## config.mk

```make
export PLATFORM = sky130hd
export DESIGN_NAME = txn_frontend
export DESIGN_NICKNAME = d
export VERILOG_FILES = /design/src/rtl/txn_frontend_pkg.sv /design/src/rtl/txn_gap_timer.sv /design/src/rtl/txn_frontend.sv
export SDC_FILE = /design/constraint.sdc
export NUM_CORES = 1
export LEC_CHECK = 0
export BUFFER_PORTS_ARGS = -buffer_cell sky130_fd_sc_hd__buf_2
export CAP_MARGIN = 10
export CELL_PAD_IN_SITES_DETAIL_PLACEMENT = 0
export CELL_PAD_IN_SITES_GLOBAL_PLACEMENT = 1
export CORE_MARGIN = 2
export CORE_UTILIZATION = 39
export CTS_CLUSTER_SIZE = 8
export DETAILED_ROUTE_END_ITERATION = 10
export PLACE_DENSITY = 0.76
export SYNTH_ARGS = -nofsm -noshare
export SYNTH_HDL_FRONTEND = slang
export SYNTH_HIERARCHICAL = 1
export SYNTH_SLANG_ARGS = --single-unit
```

## constraint.sdc

```tcl
create_clock -name clk -period 7.2 [get_ports clk]
set_input_delay 0.36 -clock clk [delete_from_list [all_inputs] [get_ports clk]]
set_output_delay 0.36 -clock clk [all_outputs]
set_load 0.1 [all_outputs]
```

## src/rtl/txn_frontend_pkg.sv

```systemverilog
// Shared types for the transaction front-end: action codes, result codes,
// sequencer states and the packed command handed to the backend.
package txn_frontend_pkg;

  localparam int PKG_ID_W   = 8;
  localparam int PKG_DATA_W = 16;

  typedef enum logic [3:0] {
    ACT_READ  = 4'h1,
    ACT_WRITE = 4'h2,
    ACT_ADD   = 4'h4,
    ACT_XFER  = 4'h8
  } action_e;

  // Backend codes 1..0xD are passed through untouched and have no names here.
  typedef enum logic [3:0] {
    ERR_NONE    = 4'h0,
    ERR_TIMEOUT = 4'hE,
    ERR_PROTO   = 4'hF
  } err_msg_e;

  typedef enum logic [2:0] {
    S_IDLE,
    S_GOT_ID,
    S_GOT_ACT,
    S_ISSUE,
    S_WAIT_RSP,
    S_OUT
  } state_e;

  typedef struct packed {
    logic [3:0]            act;
    logic [PKG_ID_W-1:0]   id;
    logic [PKG_DATA_W-1:0] opnd;
  } cmd_t;

  function automatic logic is_known_act(input logic [3:0] code);
    return (code == ACT_READ) || (code == ACT_WRITE) ||
           (code == ACT_ADD)  || (code == ACT_XFER);
  endfunction

endpackage

```

## src/rtl/txn_gap_timer.sv

```systemverilog
// Reusable down-counter: load sets the count, en decrements toward zero,
// expired is the terminal-count compare (count == 0).
module txn_gap_timer #(
  parameter int W = 8
) (
  input  logic         clk,
  input  logic         rst,
  input  logic         load,
  input  logic [W-1:0] load_val,
  input  logic         en,
  output logic         expired
);

  logic [W-1:0] cnt;

  // Load has priority over counting; the count parks at zero.
  always_ff @(posedge clk or posedge rst) begin
    if (rst) begin
      cnt <= '0;
    end else if (load) begin
      cnt <= load_val;
    end else if (en && (cnt != '0)) begin
      cnt <= cnt - 1'b1;
    end
  end

  assign expired = (cnt == '0);

endmodule

```

## src/rtl/txn_frontend.sv

```systemverilog
// Front-end transaction sequencer: parses the id/act/amnt input stream,
// issues one command to the backend and returns a single-cycle result.
// Optional watchdog on the backend round trip: define TXN_WATCHDOG_EN.
//
// state      | meaning
// S_IDLE     | waiting for id_valid or act_valid
// S_GOT_ID   | user id latched, waiting for act_valid
// S_GOT_ACT  | action latched, waiting for its operand (READ has none)
// S_ISSUE    | cmd_valid high, waiting for cmd_ready
// S_WAIT_RSP | command accepted, waiting for rsp_valid
// S_OUT      | one-cycle out_valid pulse
module txn_frontend
  import txn_frontend_pkg::*;
#(
  parameter int ID_W    = PKG_ID_W,
  parameter int DATA_W  = PKG_DATA_W,
  parameter int MAX_GAP = 5,
  parameter int TIMEOUT = 1200
) (
  input  logic              clk,
  input  logic              rst,
  input  logic              id_valid,
  input  logic              act_valid,
  input  logic              amnt_valid,
  input  logic [DATA_W-1:0] D,
  output logic              cmd_valid,
  input  logic              cmd_ready,
  output logic [3:0]        cmd_act,
  output logic [ID_W-1:0]   cmd_id,
  output logic [DATA_W-1:0] cmd_opnd,
  input  logic              rsp_valid,
  input  logic [3:0]        rsp_err,
  output logic              out_valid,
  output logic [3:0]        err_msg,
  output logic              complete
);

  // Both timer instances share one width so they stay interchangeable.
  localparam int TMR_W = $clog2(((TIMEOUT > MAX_GAP) ? TIMEOUT : MAX_GAP) + 1);

  state_e          state_q, state_d;
  cmd_t            cmd_q, cmd_d;
  logic [ID_W-1:0] last_id_q, last_id_d;
  logic [3:0]      err_q, err_d;
  logic            sticky_q;
  logic            any_v, multi_v, stray, act_ok, need_amnt;
  logic            gap_en, gap_load, gap_expired, gap_exp;
  logic            proto, accept_act, wd_exp;

  assign any_v     = id_valid | act_valid | amnt_valid;
  assign multi_v   = (id_valid & act_valid) | (id_valid & amnt_valid) | (act_valid & amnt_valid);
  assign act_ok    = is_known_act(D[3:0]);
  assign need_amnt = (cmd_q.act == ACT_WRITE) || (cmd_q.act == ACT_ADD);
  assign gap_en    = ((state_q == S_GOT_ID) || (state_q == S_GOT_ACT)) && !any_v;
  assign gap_exp   = gap_en && gap_expired;
  assign stray     = any_v && ((state_q == S_ISSUE) || (state_q == S_WAIT_RSP) || (state_q == S_OUT));

  txn_gap_timer #(.W(TMR_W)) u_gap (
    .clk      (clk),
    .rst      (rst),
    .load     (gap_load),
    .load_val (TMR_W'(MAX_GAP)),
    .en       (gap_en),
    .expired  (gap_expired)
  );

`ifdef TXN_WATCHDOG_EN
  logic wd_load, wd_en, wd_expired;
  // Loaded with TIMEOUT-1 on entry to ISSUE so OUT lands exactly TIMEOUT cycles later.
  assign wd_en   = (state_q == S_ISSUE) || (state_q == S_WAIT_RSP);
  assign wd_load = (state_d == S_ISSUE) && (state_q != S_ISSUE);
  txn_gap_timer #(.W(TMR_W)) u_wd (
    .clk      (clk),
    .rst      (rst),
    .load     (wd_load),
    .load_val (TMR_W'(TIMEOUT - 1)),
    .en       (wd_en),
    .expired  (wd_expired)
  );
  assign wd_exp = wd_en && wd_expired;
`else
  assign wd_exp = 1'b0;
`endif

  // Next-state and datapath capture; proto/accept_act collapse the common paths.
  always_comb begin
    state_d    = state_q;
    cmd_d      = cmd_q;
    last_id_d  = last_id_q;
    err_d      = err_q;
    gap_load   = 1'b0;
    proto      = 1'b0;
    accept_act = 1'b0;
    if (wd_exp) begin
      state_d = S_OUT;
      err_d   = ERR_TIMEOUT;
    end else begin
      case (state_q)
        S_IDLE: begin
          if (multi_v || amnt_valid) begin
            proto = 1'b1;
          end else if (id_valid) begin
            last_id_d = D[ID_W-1:0];
            gap_load  = 1'b1;
            state_d   = S_GOT_ID;
          end else if (act_valid) begin
            accept_act = 1'b1;
          end
        end
        S_GOT_ID: begin
          if (multi_v || id_valid || amnt_valid || gap_exp) proto = 1'b1;
          else if (act_valid) accept_act = 1'b1;
        end
        S_GOT_ACT: begin
          if (cmd_q.act == ACT_READ) begin
            if (any_v) proto = 1'b1;
            else state_d = S_ISSUE;
          end else if (multi_v || gap_exp) begin
            proto = 1'b1;
          end else if (amnt_valid && need_amnt) begin
            cmd_d.opnd = D;
            state_d    = S_ISSUE;
          end else if (id_valid && !need_amnt) begin
            cmd_d.opnd = {{(DATA_W-ID_W){1'b0}}, D[ID_W-1:0]};
            state_d    = S_ISSUE;
          end else if (any_v) begin
            proto = 1'b1;
          end
        end
        S_ISSUE:    if (cmd_ready) state_d = S_WAIT_RSP;
        S_WAIT_RSP: begin
          if (rsp_valid) begin
            err_d   = rsp_err;
            state_d = S_OUT;
          end
        end
        S_OUT:      state_d = S_IDLE;
        default:    state_d = S_IDLE;
      endcase
      if (accept_act) begin
        if (act_ok) begin
          cmd_d.act  = D[3:0];
          cmd_d.id   = last_id_q;
          cmd_d.opnd = '0;
          gap_load   = 1'b1;
          state_d    = S_GOT_ACT;
        end else begin
          proto = 1'b1;
        end
      end
      if (proto) begin
        state_d = S_OUT;
        err_d   = ERR_PROTO;
      end
    end
  end

  // State and captured transaction fields.
  always_ff @(posedge clk or posedge rst) begin
    if (rst) begin
      state_q   <= S_IDLE;
      cmd_q     <= '0;
      last_id_q <= '0;
      err_q     <= ERR_NONE;
    end else begin
      state_q   <= state_d;
      cmd_q     <= cmd_d;
      last_id_q <= last_id_d;
      err_q     <= err_d;
    end
  end

  // Remembers valids dropped while busy; reported and cleared with the next result.
  always_ff @(posedge clk or posedge rst) begin
    if (rst) sticky_q <= 1'b0;
    else     sticky_q <= (sticky_q && !out_valid) || stray;
  end

  assign out_valid = (state_q == S_OUT);
  assign err_msg   = !out_valid ? ERR_NONE : (sticky_q ? ERR_PROTO : err_q);
  assign complete  = out_valid && (err_msg == ERR_NONE);
  assign cmd_valid = (state_q == S_ISSUE);
  assign cmd_act   = cmd_valid ? cmd_q.act  : '0;
  assign cmd_id    = cmd_valid ? cmd_q.id   : '0;
  assign cmd_opnd  = cmd_valid ? cmd_q.opnd : '0;

endmodule

```

Word-level counts from Yosys, hierarchy flattened
Cells that the tools add are included.
{"block": "word_totals", "input_bits": 27, "mem_bits_rw": 0, "rom_bits": 0, "output_inout_bits": 35, "latch_bits": 0, "n_memories": 0, "word_cells": 113, "register_bits": 55}
{"block": "op_classes", "n_div": 0, "multipliers": 0, "n_eq_ne": 12, "add_sub_neg": 1, "order_cmp": 0, "bitwise_logic": 8, "reduce_logical": 34, "n_shift": 0, "mux": 50}
{"operator": "2-to-1 mux 16 bit", "n": 8}
{"operator": "2-to-1 mux 3 bit", "n": 12}
{"operator": "2-to-1 mux 4 bit", "n": 6}
{"operator": "2-to-1 mux 11 bit", "n": 2}
{"operator": "2-to-1 mux 1 bit", "n": 18}
{"operator": "one-hot mux 3 bit (5 select lines)", "n": 1}
{"operator": "logical OR 1 bit", "n": 13}
{"operator": "logical NOT 11 bit", "n": 1}
{"operator": "nonzero test 11 bit", "n": 1}
{"operator": "subtractor 11 x 1 -> 11 bit, second input constant", "n": 1}
{"operator": "equality test 4 x 1 -> 1 bit, second input constant", "n": 2}
{"operator": "equality test 4 x 2 -> 1 bit, second input constant", "n": 2}
{"operator": "equality test 4 x 3 -> 1 bit, second input constant", "n": 2}
{"operator": "logical AND 1 bit", "n": 8}
{"operator": "2-to-1 mux 8 bit", "n": 1}
{"operator": "equality test 3 x 2 -> 1 bit, second input constant", "n": 2}
{"operator": "equality test 3 bit, second input constant", "n": 2}
{"operator": "nonzero test 2 bit", "n": 3}
{"operator": "equality test 4 bit, second input constant", "n": 1}
{"operator": "logical NOT 4 bit", "n": 1}
{"operator": "bitwise OR 1 bit", "n": 4}
{"operator": "AND reduction 2 bit", "n": 2}
{"operator": "bitwise AND 1 bit", "n": 3}
{"operator": "equality test 3 x 1 -> 1 bit, second input constant", "n": 1}
{"operator": "6 further kinds", "n": 8}

Depth between registers and ports, before layout
Gate-level depths: netlist of run 1.
{"block": "logic_depth", "ltp_word": 13, "mapped_depth": 11, "mapped_depth_nobuf": 9}

Cells and area by module
The synthesis of run 1 kept the hierarchy.
{"module": "txn_frontend", "seq_area_each_um2": 1101.1, "cells_per_inst": 228, "n_inst": 1, "area_per_inst_um2": 2302.2}
{"module": "txn_gap_timer", "seq_area_each_um2": 275.3, "cells_per_inst": 79, "n_inst": 1, "area_per_inst_um2": 691.9}

Least setup slack after synthesis of run 1
OpenSTA, ideal clock, no wires.
{"block": "synth_path", "kind": "reg2out", "from": "register state_q[1]", "to": "output port cmd_opnd[10]", "n_path_buf": 2, "t_arrival_ns": 2.691, "path_slack_ns": 4.149, "stages_incl_launch_ff": 5, "t_required_ns": 6.840, "cell_sequence": "dfrtp_1 -> clkbuf_1 -> and3_1 -> clkbuf_1 -> and2_1"}
{"block": "synth_between", "elab_chain_len": 2}
{"item": "from (decl)", "line": "txn_frontend.sv:41", "rtl": "state_e state_q, state_d;"}
{"item": "from (signal assigned)", "line": "txn_frontend.sv:166", "rtl": "state_q <= state_d;"}
{"item": "equality test 3 x 2 -> 1 bit", "line": "txn_frontend.sv:182", "rtl": "assign cmd_valid = (state_q == S_ISSUE);"}
{"item": "named net cmd_valid", "line": "txn_frontend.sv:26", "rtl": "output logic cmd_valid,"}
{"item": "2-to-1 mux 16 bit", "line": "txn_frontend.sv:185", "rtl": "assign cmd_opnd = cmd_valid ? cmd_q.opnd : '0;"}
{"item": "to (decl)", "line": "txn_frontend.sv:30", "rtl": "output logic [DATA_W-1:0] cmd_opnd,"}
The timed path passes the listed nets, and every way through them passes these cells.

Worst setup path in the final report of run 1
{"block": "layout_path", "from": "register u_gap.cnt[6]", "to": "register state_q[0]"}
{"block": "layout_between", "elab_chain_len": 9, "word_cells_on_any_way": 18, "classes_between": "mux: 14; reduce/logical: 4"}
{"item": "from (decl)", "line": "txn_gap_timer.sv:14", "rtl": "logic [W-1:0] cnt;"}
{"item": "from (signal assigned)", "line": "txn_gap_timer.sv:21", "rtl": "cnt <= load_val;"}
{"item": "from (signal assigned)", "line": "txn_gap_timer.sv:23", "rtl": "cnt <= cnt - 1'b1;"}
{"item": "logical NOT 11 bit *", "line": "txn_gap_timer.sv:27", "rtl": "assign expired = (cnt == '0);"}
{"item": "named net gap_expired", "line": "txn_frontend.sv:47", "rtl": "logic gap_en, gap_load, gap_expired, gap_exp;"}
{"item": "logical AND 1 bit *", "line": "txn_frontend.sv:55", "rtl": "assign gap_exp = gap_en && gap_expired;"}
{"item": "logical OR 1 bit", "line": "txn_frontend.sv:118", "rtl": "end else if (multi_v || gap_exp) begin"}
{"item": "2-to-1 mux 3 bit / 2-to-1 mux 1 bit (equally long branches)", "line": "txn_frontend.sv:118"}
{"item": "2-to-1 mux 3 bit / 2-to-1 mux 1 bit (equally long branches)", "line": "txn_frontend.sv:115", "rtl": "if (cmd_q.act == ACT_READ) begin"}
{"item": "one-hot mux 3 bit (5 select lines) / one-hot mux 1 bit (3 select lines) (equally long branches)", "line": "txn_frontend.sv:98", "rtl": "case (state_q)"}
{"item": "2-to-1 mux 3 bit / 2-to-1 mux 1 bit (equally long branches)", "line": "txn_frontend.sv:141", "rtl": "if (act_ok) begin"}
{"item": "2-to-1 mux 3 bit / 2-to-1 mux 1 bit (equally long branches)", "line": "txn_frontend.sv:140", "rtl": "if (accept_act) begin"}
{"item": "2-to-1 mux 3 bit *", "line": "txn_frontend.sv:151", "rtl": "if (proto) begin"}
{"item": "named net state_d[0]", "line": "txn_frontend.sv:41"}
Mark *: on every way through the listed nets, which the timed path passes. The rest lies on a longest branch.
A chain may end at the register's enable or synchronous reset.

==> metrics.txt, run 1 <==
I/O pins 62; Layout Utilization 47.2%; CP Class register to register; VDD IR-drop max 0.117 mV; Mapped Area 0.00299 mm^2; Pwr Density between 300 and 400 mW/mm^2; Setup crit end kind register; Cell Rows 31; Routed Antenna Nets 0; Syn. warnings 6; worst slew pin tran 0.926 ns; clk buf depth 2; layout cells sized above 1 between 20% and 30%; global routing usage on met3 under 10%; area of the die 0.00839 mm^2; outcome complete, no violations; reg-to-reg startpoint u_gap/cnt[6]; Die H 91.6 um; largest net degree at the start of global routing 45; Synth cell types 56; DRT Wirelength roughly 6500 um; Most Crowded Layer GR met2; crit path max fanout 17; worst skew pair latency 0.31 ns; Setup violations, final 0; CTS buffer count 5; Port Buf Inserts between 60 and 70; GRT Util Overall 16.4%; Setup Buffers After CTS 0; CP startpoint kind register; met2 usage between 20% and 30%; post-DP HPWL 4560 um; depth of the worst register-to-register path 7; fin cells roughly 470; routability cong. 0.798; number of max-cap violations 0; width of the die 91.6 um; vias 2338; dpl cells 460; vias in the first global route approximately 2300; DRT Pass-1 Iters 4; Post-synth EDFFs 0; slew margin rel. 38.3%; total gr overflow 0; fmax 341 MHz; syn_area_per_cell 9.75 um^2; WP data required approximately 7.4 ns; drt drc 0; count of state elements after synthesis 55; P&R area growth vs syn 15.5%; H-tree levels 2; clk_skew around 0.011 ns; final setup TNS 0 ns; post-layout net count 396; fin crit share between 40% and 50%; CTS tree built; RSZ-0062 raised after global routing false; met1 GRT Util 21.8%; initial antenna violation count 0; vias per cell ~5.0; Resized cells post-CTS 0; crit path DAT 3.12 ns; fin. max-slew vios 0; global-route wire length before repair approximately 11000 um; core area 0.00733 mm^2; register area share after synthesis 46.0%; Num Clock Sinks 55; total leakage power around 1.6 nW; Hold Crit Class input port to asynchronous set/reset pin; Setup crit start u_gap/cnt[6]; WL/cell 14.0 um; CTS root buf clkbuf_8; Final Hold Vio Count 0; 1st-iter DRT viols 103; Reg2Reg Capture Point state_q[0]; Antenna diodes 0; initial core utilization 40.8%; Gate Count Post-Synth 307; Async S/R FF share, synth 100%; final critical-path required period 2.93 ns; R2R setup slack ~4.3 ns; ys flop type dfrtp_1; hold buffers post-CTS 0; clk slew on worst S/H paths about 0.10 ns
==> power breakdown <==
part	switching [mW]	total, mW	leakage, nW	internal [mW]
registers	0.101	0.518	0.695	0.417
logic	0.271	0.433	0.891	0.163
clock network	0.106	0.174	0.0406	0.0681
==> critical path: stages (launching register included) <==
cell,delay (ns)
dfrtp_1,0.42
nor3_1,0.73
nand3_1,0.28
inv_1,0.11
nor4b_4,0.34
a211o_1,0.54
o2111a_1,0.29
o311ai_2,0.08
==> per-layer routing <==
| metal | share of wire (%) | routed length, um |
|---|---|---|
| met1 | 48 | 3120 |
| met2 | 48 | 3140 |
| met3 | 3.7 | 240 |
| met4 | 0.55 | 36 |
| met5 | 0 | 0 |
==> worst max path at each step <==
stage,slack [ns],endpoint,cells past startpoint
finish,4.27,state_q[0],7
global route,4.00,state_q[0],9
detailed placement,4.26,state_q[0],7
floorplan,4.15,cmd_opnd[10],4
CTS,4.24,state_q[0],7
global placement,4.34,state_q[0],7
==> cell usage after synthesis (2+ instances only) <==
master / number / area [um^2]
a2111oi_0: 2 / 17.5
nand4_1: 2 / 12.5
a31oi_1: 4 / 25.0
nor3_1: 6 / 30.0
mux2i_1: 5 / 50.1
conb_1: 2 / 7.51
nand3_1: 9 / 45.0
a21oi_1: 16 / 80.1
clkbuf_1: 9 / 33.8
nand2_1: 30 / 113
or2_2: 2 / 12.5
mux2_2: 20 / 225
xnor2_1: 4 / 35.0
nor3b_1: 3 / 22.5
and3_1: 3 / 18.8
a221o_1: 2 / 20.0
and2_1: 29 / 181
dfrtp_1: 55 / 1380
inv_1: 10 / 37.5
a22oi_1: 8 / 60.1
buf_1: 2 / 7.51
nor2_1: 30 / 113
o21ai_0: 10 / 50.1
buf_2: 2 / 10.0
nand2b_1: 4 / 25.0
nor4b_1: 3 / 26.3
buf_6: 4 / 45.0
or3_1: 3 / 18.8
==> sequential cells by signal, summed over array words and instances (netlist names) <==
register   flops
cmd_q         28
state_q        3
last_id_q      8
sticky_q       1
err_q          4
u_gap/cnt     11
==> logic make-up after synthesis <==
kind of cell,share of synthesized area [%]
AND/OR/NAND/NOR,24.4
AO/OA/AOI/OAI,13.5
flip-flops,46.0
buffers and inverters,4.47
multiplexers,9.19
XOR/XNOR,1.46
adder cells (fa/ha/maj),0.752
other,0.251
==> stage by stage <==
| step | power, mW | hold slack, ns | instance area [um^2] | setup slack, ns |
|---|---|---|---|---|
| final | 1.12 | 0.0479 | 3460 | 4.27 |
| after global routing | 1.21 | 0.0973 | 3460 | 4.00 |
| after floorplan | 0.883 | 0.212 | 3030 | 4.15 |
| after detailed placement | 0.961 | 0.405 | 3370 | 4.26 |
| after CTS | 1.14 | 0.0517 | 3460 | 4.24 |
| after global placement | 0.954 | 0.396 | 3370 | 4.34 |
==> layout make-up <==
type | count | area (um^2)
repair buffers | 62 | 313
inverters | 10 | 37.5
clock buffers | 5 | 68.8
fillers | 715 | 3870
flip-flops and latches | 55 | 1380
multi-input cells | 234 | 1520
well taps | 99 | 124
clock inverters | 2 | 16.3
==> cells in the final DEF (no fill, tap or decap), drive strengths merged, types with 9 or more instances in the layout <==
master   n
o21ai   10
inv     11
nor2    30
and2    29
mux2    20
nand3    9
dfrtp   55
conb    11
buf     62
a21oi   16
nand2   30
(Power assumes the default switching activity.)
==> run 2, diff against run 1 <==
==> constraint.sdc (replaced) <==
create_clock -name clk -period 3 [get_ports clk]
set_input_delay 0.15 -clock clk [delete_from_list [all_inputs] [get_ports clk]]
set_output_delay 0.15 -clock clk [all_outputs]
set_load 0.1 [all_outputs]
==> metrics.txt, run 2 (synthesized netlist as in run 1, its figures left out) <==
outcome complete, no violations (unchanged); crit path DAT 2.44 ns (was 3.12 ns); RSZ-0062 raised after global routing false (unchanged); layout cells sized above 1 30.2% (was 28.5%); Placed Area 0.00343 mm^2 (was 0.00337 mm^2); total power 2.80 mW (was 1.12 mW); core area 0.00733 mm^2 (unchanged); VDD IR-drop max 0.274 mV (was 0.117 mV); post-layout net count 405 (was 396); CP startpoint kind register (unchanged); Routed Antenna Nets 0 (unchanged); H-tree levels 2 (unchanged); fmax 386 MHz; hold buffers post-CTS 1 (was 0); final setup TNS 0 ns (unchanged); Final Hold Vio Count 0 (unchanged); Pwr Density 790 mW/mm^2 (was 325 mW/mm^2); I/O pins 62 (unchanged); routability cong. 0.840 (was 0.798); Most flops, register cmd_q (unchanged); Setup violations, final 0 (unchanged); Resized cells post-CTS 0 (unchanged); area of the die 0.00839 mm^2 (unchanged); slew margin rel. 38.3% (about the same); Reg area 0.00138 mm^2 (unchanged); global-route wire length before repair 11300 um (was 11200 um); WP data required 2.85 ns (was 7.39 ns); biggest regs cmd_q x28, u_gap/cnt x11, last_id_q x8 (unchanged); worst slew pin tran 0.924 ns (was 0.926 ns); commonest non-fill, non-tap cells in the layout 61 x buf_2, 55 x dfrtp_1, 30 x nor2_1, 30 x nand2_1, 29 x and2_1 (unchanged); final critical-path required period 2.59 ns; CTS root buf clkbuf_8 (unchanged); vias in the first global route 2318 (was 2343); initial antenna violation count 0 (unchanged); clk slew on worst S/H paths 0.12 ns (was 0.10 ns); DRT Pass-1 Iters 4 (unchanged); initial core utilization 40.8% (unchanged); 1st-iter DRT viols 90 (was 103); crit path max fanout 19 (was 17); Filler cells 721 (was 715); WL/cell 14.2 um (was 14.0 um); clk buf depth 2 (unchanged); area of the multi-input gates 0.00152 mm^2 (unchanged); clk_skew 0.0112 ns (was 0.0108 ns); worst skew pair latency 0.32 ns (was 0.31 ns); CTS tree built (unchanged); width of the die 91.6 um (unchanged); fin crit share 86.3%; Die H 91.6 um (unchanged); Cell Rows 31 (unchanged); CP Class register to output pin (was register to register); fin. max-slew vios 0 (unchanged); drt drc 0 (unchanged); CTS buffer count 5 (unchanged); total leakage power 1.68 nW (was 1.63 nW); Final Cell Area 0.00354 mm^2 (was 0.00346 mm^2); Hold Crit Class input port to register (was input port to asynchronous set/reset pin); Setup crit end kind output pin (was register); post-DP HPWL 4730 um (was 4560 um); P&R area growth vs syn 18.3% (was 15.5%); Setup Buffers After CTS 0 (unchanged); largest net degree at the start of global routing 45 (unchanged); total gr overflow 0 (unchanged); vias 2419 (was 2338); DRT Wirelength 6750 um (was 6540 um); Antenna diodes 0 (unchanged); vias per cell 5.07 (was 5.01); Largest register FFs 28 (unchanged); R2R setup slack 0.50 ns (was 4.27 ns); Port Buf Inserts 61 (unchanged); commonest non-fill, non-tap cell in the layout buf_2 (unchanged); GRT Util Overall 16.6% (was 16.4%); Num Clock Sinks 55 (unchanged); number of max-cap violations 0 (unchanged)
[run 2: per-stage QoR]
| stage | setup slack (ns) | util, % | hold slack [ns] | instances |
|---|---|---|---|---|
| 2_1_floorplan | 0.159 | - | 0.00244 | 316 |
| 3_3_place_gp | 0.553 | 46.8 | 0.196 | 468 |
| 3_5_place_dp | 0.477 | 46.8 | 0.197 | 468 |
| 4_1_cts | 0.397 | 48.3 | 0.0527 | 477 |
| 5_1_grt | 0.241 | 48.3 | 0.0557 | 477 |
| 6_report | 0.410 | 48.3 | 0.0585 | 477 |
[run 2: area by class of cell]
type | count | area share [%]
Clock inverter | 3 | 0.883
Timing Repair Buffer | 71 | 10.8
Sequential cell | 55 | 38.9
Clock buffer | 5 | 1.94
Tap cell | 99 | 3.50
Multi-Input combinational cell | 234 | 43.0
Inverter | 10 | 1.06
[run 2: worst max-delay path: stages, from the launching register on]
cell and delay [ns]:
dfrtp_1 0.53, inv_1 0.14, and3_1 0.59, buf_4 0.29, and2_1 0.15, buf_2 0.42
[run 2: worst paths after layout]
path                               from            to  cells past startpoint
setup / recovery             state_q[2]   cmd_opnd[4]                      5
hold / removal                     D[4]      cmd_q[4]                      3
setup reg to reg           u_gap/cnt[0]      cmd_q[6]                     11
hold reg to reg            last_id_q[7]     cmd_q[23]                      1
max in group asynchronous           rst  last_id_q[3]                      3
min in group asynchronous           rst  u_gap/cnt[2]                      3
[run 2: where the power goes]
group / total, mW / switching [mW] / internal [mW] / leakage (nW)
clock network: 0.463 / 0.285 / 0.178 / 0.0522
logic: 1.10 / 0.682 / 0.420 / 0.935
registers: 1.23 / 0.232 / 1.00 / 0.695
[run 2: metal layers]
| layer | up-vias | GRT usage [%] | share of wire (%) | wire length (um) |
|---|---|---|---|---|
| met1 | 1173 | 22.7 | 48 | 3210 |
| met5 | - | 0 | 0 | 0 |
| met2 | 40 | 27.2 | 48 | 3230 |
| li1 | 1200 | - | - | - |
| met4 | 0 | 3.91 | 1.1 | 76 |
| met3 | 6 | 3.45 | 3.4 | 227 |
